**src/rtl/i2c_csr_pkg.sv**
```systemverilog
// Shared types and constants for the I2C-to-CSR bridge.
package i2c_csr_pkg;

   typedef enum logic [3:0] {
      IDLE,
      DEVADDR,
      ACK_ADDR,
      REGADDR,
      ACK_REG,
      WRDATA,
      ACK_WR,
      RDDATA,
      RDACK,
      WAITSTOP
   } state_e;

   localparam logic RW_READ  = 1'b1;
   localparam logic RW_WRITE = 1'b0;
   localparam int   BCNT_W   = 3;

endpackage

```
**src/rtl/i2c_sync_edge.sv**
```systemverilog
// Synchronises SCL/SDA into clk and derives single-cycle edge, START and STOP pulses.
module i2c_sync_edge (
   input  logic clk,
   input  logic rst,
   input  logic scl,
   input  logic sda_in,
   output logic scl_rise,
   output logic scl_fall,
   output logic sda_s,
   output logic start_det,
   output logic stop_det
);

   // [0],[1] are the synchroniser, [2] is the history flop; idle bus level is high
   logic [2:0] scl_q;
   logic [2:0] sda_q;

   always_ff @(posedge clk) begin
      if (rst) begin
         scl_q <= 3'b111;
         sda_q <= 3'b111;
      end else begin
         scl_q <= {scl_q[1:0], scl};
         sda_q <= {sda_q[1:0], sda_in};
      end
   end

   assign sda_s     = sda_q[1];
   assign scl_rise  = scl_q[1] & ~scl_q[2];
   assign scl_fall  = ~scl_q[1] & scl_q[2];
   assign start_det = scl_q[1] & scl_q[2] & ~sda_q[1] & sda_q[2];
   assign stop_det  = scl_q[1] & scl_q[2] & sda_q[1] & ~sda_q[2];

endmodule

```
**src/rtl/i2c_csr_bridge.sv**
```systemverilog
// I2C target that turns bus transactions into CSR writes and reads with an auto-incrementing pointer.
module i2c_csr_bridge
   import i2c_csr_pkg::*;
#(
   parameter logic [6:0] I2C_ADDR = 7'h4a,
   parameter int         CSR_AW   = 5
) (
   input  logic              clk,
   input  logic              rst,
   input  logic              scl,
   input  logic              sda_in,
   output logic              sda_oe,
   output logic [CSR_AW-1:0] csr_a,
   output logic [7:0]        csr_di,
   output logic              csr_we,
   input  logic [7:0]        csr_do,
   output logic              busy
);

   logic scl_rise, scl_fall, sda_s, start_det, stop_det;

   i2c_sync_edge u_sync (
      .clk       (clk),
      .rst       (rst),
      .scl       (scl),
      .sda_in    (sda_in),
      .scl_rise  (scl_rise),
      .scl_fall  (scl_fall),
      .sda_s     (sda_s),
      .start_det (start_det),
      .stop_det  (stop_det)
   );

   state_e              state_q, state_d;
   logic [BCNT_W-1:0]   cnt_q, cnt_d;
   logic [7:0]          sh_q, sh_d;
   logic [CSR_AW-1:0]   ptr_q, ptr_d;
   logic                rw_q, rw_d;
   logic                oe_q, oe_d;
   logic [CSR_AW-1:0]   csr_a_q, csr_a_d;
   logic [7:0]          csr_di_q, csr_di_d;
   logic                csr_we_q, csr_we_d;
   logic [1:0]          ld_q, ld_d;
   logic [7:0]          byte_in;
   logic                last_bit;

   assign byte_in  = {sh_q[6:0], sda_s};
   assign last_bit = (cnt_q == '1);

   always_ff @(posedge clk) begin
      if (rst) begin
         state_q  <= IDLE;
         cnt_q    <= '0;
         sh_q     <= '0;
         ptr_q    <= '0;
         rw_q     <= RW_WRITE;
         oe_q     <= 1'b0;
         csr_a_q  <= '0;
         csr_di_q <= '0;
         csr_we_q <= 1'b0;
         ld_q     <= '0;
      end else begin
         state_q  <= state_d;
         cnt_q    <= cnt_d;
         sh_q     <= sh_d;
         ptr_q    <= ptr_d;
         rw_q     <= rw_d;
         oe_q     <= oe_d;
         csr_a_q  <= csr_a_d;
         csr_di_q <= csr_di_d;
         csr_we_q <= csr_we_d;
         ld_q     <= ld_d;
      end
   end

   always_comb begin
      state_d  = state_q;
      cnt_d    = cnt_q;
      sh_d     = sh_q;
      ptr_d    = ptr_q;
      rw_d     = rw_q;
      oe_d     = oe_q;
      csr_a_d  = csr_a_q;
      csr_di_d = csr_di_q;
      csr_we_d = 1'b0;
      ld_d     = {ld_q[0], 1'b0};
      // read data is captured two clocks after csr_a was updated
      if (ld_q[1]) sh_d = csr_do;
      if (csr_we_q) ptr_d = ptr_q + 1'b1;

      if (start_det) begin
         state_d = DEVADDR;
         cnt_d   = '0;
         oe_d    = 1'b0;
      end else if (stop_det) begin
         state_d = IDLE;
         cnt_d   = '0;
         oe_d    = 1'b0;
      end else begin
         case (state_q)
            DEVADDR: if (scl_rise) begin
               sh_d  = byte_in;
               cnt_d = cnt_q + 1'b1;
               if (last_bit) begin
                  if (byte_in[7:1] == I2C_ADDR) begin
                     state_d = ACK_ADDR;
                     rw_d    = byte_in[0];
                  end else begin
                     state_d = WAITSTOP;
                  end
               end
            end
            ACK_ADDR: begin
               if (scl_rise && rw_q == RW_READ) begin
                  csr_a_d = ptr_q;
                  ld_d    = {ld_q[0], 1'b1};
               end
               if (scl_fall) begin
                  if (!oe_q) begin
                     oe_d = 1'b1;
                  end else if (rw_q == RW_WRITE) begin
                     state_d = REGADDR;
                     cnt_d   = '0;
                     oe_d    = 1'b0;
                  end else begin
                     state_d = RDDATA;
                     cnt_d   = '0;
                     oe_d    = ~sh_q[7];
                  end
               end
            end
            REGADDR: if (scl_rise) begin
               sh_d  = byte_in;
               cnt_d = cnt_q + 1'b1;
               if (last_bit) begin
                  ptr_d   = byte_in[CSR_AW-1:0];
                  state_d = ACK_REG;
               end
            end
            ACK_REG, ACK_WR: if (scl_fall) begin
               if (!oe_q) begin
                  oe_d = 1'b1;
               end else begin
                  state_d = WRDATA;
                  cnt_d   = '0;
                  oe_d    = 1'b0;
               end
            end
            WRDATA: if (scl_rise) begin
               sh_d  = byte_in;
               cnt_d = cnt_q + 1'b1;
               if (last_bit) begin
                  csr_a_d  = ptr_q;
                  csr_di_d = byte_in;
                  csr_we_d = 1'b1;
                  state_d  = ACK_WR;
               end
            end
            RDDATA: begin
               // bit 7 goes out on the falling edge that enters this state
               if (scl_fall) begin
                  if (cnt_q == '0) begin
                     oe_d = ~sh_q[7];
                  end else begin
                     sh_d = {sh_q[6:0], 1'b0};
                     oe_d = ~sh_q[6];
                  end
               end
               if (scl_rise) begin
                  cnt_d = cnt_q + 1'b1;
                  if (last_bit) begin
                     state_d = RDACK;
                     ptr_d   = ptr_q + 1'b1;
                  end
               end
            end
            RDACK: begin
               if (scl_fall) oe_d = 1'b0;
               if (scl_rise) begin
                  if (!sda_s) begin
                     state_d = RDDATA;
                     cnt_d   = '0;
                     csr_a_d = ptr_q;
                     ld_d    = {ld_q[0], 1'b1};
                  end else begin
                     state_d = WAITSTOP;
                     oe_d    = 1'b0;
                  end
               end
            end
            default: oe_d = 1'b0;
         endcase
      end
   end

   assign sda_oe = oe_q;
   assign csr_a  = csr_a_q;
   assign csr_di = csr_di_q;
   assign csr_we = csr_we_q;
   assign busy   = (state_q != IDLE);

endmodule

```
**config.mk**
```make
export PLATFORM = sky130hd
export DESIGN_NAME = i2c_csr_bridge
export DESIGN_NICKNAME = d
export VERILOG_FILES = /design/src/rtl/i2c_csr_pkg.sv /design/src/rtl/i2c_sync_edge.sv /design/src/rtl/i2c_csr_bridge.sv
export SDC_FILE = /design/constraint.sdc
export NUM_CORES = 1
export LEC_CHECK = 0
export CAP_MARGIN = 30
export CORE_AREA = 5 5 74 127
export CTS_CLUSTER_DIAMETER = 30
export DETAILED_ROUTE_END_ITERATION = 8
export DIE_AREA = 0 0 79 132
export GPL_TIMING_DRIVEN = 0
export SLEW_MARGIN = 20
export SYNTH_ARGS = -nofsm -noshare
export SYNTH_HDL_FRONTEND = slang
export SYNTH_SLANG_ARGS = --single-unit
```
**constraint.sdc**
```tcl
create_clock -name clk -period 2.7 [get_ports clk]
set_clock_uncertainty 0.1 [all_clocks]
set_input_delay 0.54 -clock clk [delete_from_list [all_inputs] [get_ports clk]]
set_output_delay 0.54 -clock clk [all_outputs]
set_load 0.005 [all_outputs]
```
; ---- Word-level counts from Yosys, hierarchy flattened
; Index checks and enable logic that the tools add are counted.
[word_totals]
ff_bits = 44
latchBits = 0
mem_bits_rw = 0
rom_bits = 0
in_bits = 12
output_inout_bits = 16
word_cells = 158
memories = 0
[classes]
n_addsub = 2
n_mul = 0
div = 0
order_cmp = 0
n_eq_ne = 42
shift = 0
mux = 62
n_bitwise = 18
reduce_logical = 20
[ops]
columns = operator, n
row1 = 2-to-1 mux 4 bit, 15
row2 = 2-to-1 mux 5 bit, 12
row3 = "!= test 4 bit, second input constant", 13
row4 = 2-to-1 mux 8 bit, 6
row5 = "!= test 2 bit, second input constant", 16
row6 = case mux 4 bit (7 select lines), 1
row7 = AND reduction 14 bit, 2
row8 = 2-to-1 mux 3 bit, 6
row9 = "equality test 4 x 3 -> 1 bit, second input constant", 4
row10 = 2-to-1 mux 1 bit, 16
row11 = case mux 8 bit (2 select lines), 1
row12 = case mux 5 bit (3 select lines), 1
row13 = AND reduction 6 bit, 2
row14 = NOT 1 bit, 11
row15 = case mux 5 bit (2 select lines), 1
row16 = case mux 3 bit (3 select lines), 1
row17 = nonzero test 9 bit, 1
row18 = OR reduction 3 bit, 3
row19 = "equality test 4 x 2 -> 1 bit, second input constant", 2
row20 = AND reduction 8 bit, 1
row21 = bitwise AND 1 bit, 7
row22 = "equality test 7 bit, second input constant", 1
row23 = nonzero test 7 bit, 1
row24 = "!= test 2 x 1 -> 1 bit, second input constant", 3
row25 = other kinds (16), 17

; ---- Depth between registers and ports, before layout
; Gate-level depths: netlist (run 1).
[depth]
depth_word = 7
depth_mapped = 7
ltp_nobuf = 6

; ---- By module
; Synthesis (run 1) repeated with hierarchy kept, for this count alone.
[hier_totals]
cells_unflattened = 264
hier_area_um2 = 2421.1
[by_module_without_submodules]
columns = module, n_inst, cells_each, area_each_um2
row1 = i2c_csr_bridge, 1, 248, 2230.9
row2 = i2c_sync_edge, 1, 16, 190.2

; ---- Worst setup path after synthesis (run 1)
; No wires, ideal clock.
[synth_path]
kind = register -> register
startpoint = register cnt_q[0]
endpoint = register state_q[3]
setup_time_ns = 0.086
t_arrival_ns = 1.500
slack_ns = 1.014
stages_incl_launch_ff = 7
path_buffers = 0
synth_period_minus_slack_ns = 1.686
cell_sequence = dfxtp_1 -> ha_1 -> ha_1 -> and3b_1 -> o2bb2ai_4 -> or2_1 -> a221oi_2
[synth_between]
elab_chain_len = 3
word_cells_on_any_way = 6
[synth_lines]
columns = item, line_no
row1 = from (decl), i2c_csr_bridge.sv:35  ; logic [BCNT_W-1:0] cnt_q, cnt_d;
row2 = from (signal assigned), i2c_csr_bridge.sv:64  ; cnt_q <= cnt_d;
row3 = equality test 3 bit *, i2c_csr_bridge.sv:48  ; assign last_bit = (cnt_q == '1);
row4 = via last_bit, i2c_csr_bridge.sv:45  ; logic last_bit;
row5 = != test 2 bit (no source line), --
row6 = AND reduction 14 bit (no source line) *, --
row7 = to (signal assigned), i2c_csr_bridge.sv:63  ; state_q <= state_d;
row8 = to (decl), i2c_csr_bridge.sv:34  ; state_e state_q, state_d;
; The timed path passes the listed nets; every way through them passes the cells marked *.
; A chain may end at the register's enable or synchronous reset.

; ---- Worst setup path after layout (run 1)
[layout_path]
startpoint = register state_q[3]
endpoint = output port busy
[layout_between]
elab_chain_len = 1
[layout_lines]
columns = item, line_no
row1 = nonzero test 4 bit, i2c_csr_bridge.sv:200  ; assign busy = (state_q != IDLE);
row2 = to (decl), i2c_csr_bridge.sv:17  ; output logic busy
; Every way passes these cells.

==> results of run 1 <==
-- critical path, stage by stage (launching register included) --
cell and delay, ns:
dfxtp_1 0.35, buf_4 0.18, or2_2 0.33, or2_2 0.28, clkdlybuf4s50_1 0.45
-- how the worst max path moves through the flow --
stage                     from    endpoint  slack [ns]
floorplan             cnt_q[0]  state_q[3]        1.01
global placement           rst     ld_q[0]        0.34
detailed placement         rst     ld_q[0]        0.35
CTS                 state_q[3]        busy        0.18
global route        state_q[3]        busy        0.13
finish              state_q[3]        busy        0.18
-- sequential cells by signal (all words and copies together), names as in the netlist --
register      flops
cnt_q             3
csr_a             5
csr_di            8
csr_we            1
ld_q              2
ptr_q             5
rw_q              1
sda_oe            1
sh_q              8
state_q           4
u_sync.scl_q      3
u_sync.sda_q      3
-- report_power, final --
group	switching (µW)	total, µW	internal, µW
Clock	255	879	624
Sequential	6.54	662	655
Combinational	52.2	90.9	38.7
Total	314	1630	1320
-- metal layers --
metal,routed length [µm],track usage [%],up-vias
met2,3574,23.73,39
met5,0,0,-
met4,240,8.031,0
met3,177,1.915,14
li1,-,-,1069
met1,2632,13.71,1021
-- layout make-up --
cell class / count / area (µm²)
well taps: 92 / 115.1
clock inverters: 3 / 90.09
clock buffers: 5 / 125.1
inverters: 10 / 37.54
multi-input cells: 201 / 1383
repair buffers: 27 / 270.3
flip-flops and latches: 44 / 880.8
plain buffers: 20 / 86.33
fillers: 858 / 5215
-- metrics by stage --
stage / hold slack [ns] / setup slack, ns / cells / util, % / area (µm²)
after floorplan: 0.2895 / 1.014 / 275 / - / 2387
after global placement: 0.2909 / 0.3435 / 394 / 33.80 / 2773
after detailed placement: 0.2963 / 0.3476 / 394 / 33.80 / 2773
after CTS: 0.3108 / 0.1797 / 402 / 36.42 / 2988
after global routing: 0.3258 / 0.1267 / 402 / 36.42 / 2988
final: 0.3091 / 0.1850 / 402 / 36.42 / 2988
-- cell families after synthesis --
logic type,Yosys count,share of synthesized area (%)
xor gates and xnor gates,6,2.201
and+or+nand+nor,113,26.68
DFF,44,36.90
AOI/OAI and AO/OA,58,18.50
muxes,20,8.438
buffers and inverters,30,5.189
adders and majority gates,4,2.097
-- layout by cell type, fill, tap and decap left out, types with 2 or more instances in the layout --
| cell type | synthesis | final |
|---|---|---|
| nand3_1 | 6 | 6 |
| nand2b_1 | 4 | 4 |
| o21ai_0 | 10 | 10 |
| a31oi_1 | 4 | 4 |
| or3_1 | 3 | 3 |
| a21oi_1 | 14 | 14 |
| inv_1 | 10 | 10 |
| nor3_1 | 17 | 17 |
| xor2_1 | 2 | 2 |
| and3_1 | 2 | 2 |
| a221oi_1 | 7 | 7 |
| clkbuf_16 | 0 | 5 |
| nor4b_1 | 2 | 2 |
| buf_2 | 6 | 6 |
| mux2i_1 | 19 | 19 |
| bufinv_16 | 0 | 3 |
| and4b_1 | 2 | 2 |
| o41ai_1 | 2 | 2 |
| nor2b_1 | 12 | 12 |
| nand4_1 | 4 | 4 |
| nand2_1 | 21 | 21 |
| xnor2_1 | 4 | 4 |
| dfxtp_1 | 44 | 44 |
| or2_2 | 9 | 9 |
| clkbuf_1 | 12 | 12 |
| nor2_1 | 16 | 16 |
| ha_1 | 4 | 4 |
| clkdlybuf4s50_1 | 0 | 27 |
| nand4b_1 | 4 | 4 |
| o31ai_1 | 2 | 2 |
==> impl_metrics.ini, run 1 <==
[outcome]
status = complete, no violations

[critical_path]
crit_type = flip-flop to primary output
cp.required_ns = 2.06
r2r-end = sh_q[6]
ff2ff_setup_slack_ns = 0.62
cp_max_fo = 10
r2r_cells = 5
rr_startpoint = state_q[1]
endpoint_kind = primary output
cp.arrival_ns = 1.88
cp-start-kind = flip-flop

[yosys]
yosysMostFrequentCell = dfxtp_1
synth_edf_count = 0
seq_area_frac_synth_pct = 36.90
synth_cell_types = 60
synth_top_area_cell = dfxtp_1
synthArstFlopShare_pct = 0
synthCells = 275
synth_warnings = 0
ys_seq_elements = 44
synthTopCellsByArea = dfxtp_1 37%, mux2i_1 8.0%, nor3_1 3.6%
netlist_top_cells_count = 44 x dfxtp_1, 21 x nand2_1, 19 x mux2i_1
synth_top_cell_area_share_pct = 36.90
syn_area_um2 = 2387
avgSynthCellArea_um2 = 8.681
synth_ff_type = dfxtp_1
synth_nets = 291

[timing]
fin_crit_ns = 2.515
setup_violations = 0
fmax_mhz = 397.6
slew_viol_final = 0
setup_tns_ns = 0
period_share_pct = 93.15
slew_headroom_pct = 50.80
worst_slew_pin_slew_ns = 0.7281
rsz0062_at_grt = no
hold_viol_final = 0

[clocking]
clock_latency_ns = 0.29
cts.repair.resized = 0
clk_pin_slew_ns = 0.06
cts_tree = built
clk_path_buf_depth = 2
clock-sinks = 44
cts_made_buffers = 5
cts_root_buf = clkbuf_16
cts_setup_buffers = 0
hold_buffers = 0
htree_num_levels = 2

[min_path]
min_path_cells = 1
worstHoldStart = u_sync.scl_q[0]
hold_path_class = flip-flop to flip-flop
hold_path_end = u_sync.scl_q[1]

[grt]
grt_max_degree = 15
grt_pass1_wl_um = 10810
grt_pass1_vias = 2214
grt_overflow_total = 0
antenna_found_initial = 0
grtUsageTotal_pct = 13.08

[floorplanning]
initial_core_util_pct = 29.10
die_y_um = 132
core-area_um2 = 8203
fp.dieArea_um2 = 10430
row_count = 44
io-pin-count = 28
die_x_um = 79

[cells_and_area]
antenna_cells = 0
nets = 325
drive_gt1_share_pct = 10.97
areaGrowthSynthToFinish_pct = 25.16

[place]
gp_congestion = 0.9114
hpwlAfterDp_um = 4992
io_buffers = 27

[route]
ant_nets = 0
vias = 2143
dr.first_iter.drc_count = 150
wl_per_cell_um = 16.48
wirelength_um = 6624
routed_via_density = 5.331
dr.pass1.iters = 5
drc = 0

[flow_run]
drv_cap = 0

[power_and_ir_drop]
p_per_area_nw_per_um2 = 546.1
leakage_uw = 0.001114
power.total_uw = 1632
max-vdd-ir-drop_v = 0.0003292
Note: power is estimated with default switching activity, not from simulation.
==> inputs of run 2 (changes only) <==
- HOLD_SLACK_MARGIN: not set -> 0.12
==> results of run 2 <==
The final DEF is identical to that of run 1; final timing and power are the same.
==> inputs of run 3 (changes only) <==
--- a/constraint.sdc
+++ b/constraint.sdc
@@ -4,2 +4,2 @@
 set_output_delay 0.54 -clock clk [all_outputs]
-set_load 0.005 [all_outputs]
+set_load 0.02 [all_outputs]
==> results of run 3 <==
Same layout as run 1 (identical final DEF). Status: complete, no violations.
Main changes from that run: setup slack after layout 0.1850 ns -> 0.09302 ns; total power 1632 µW -> 1634 µW
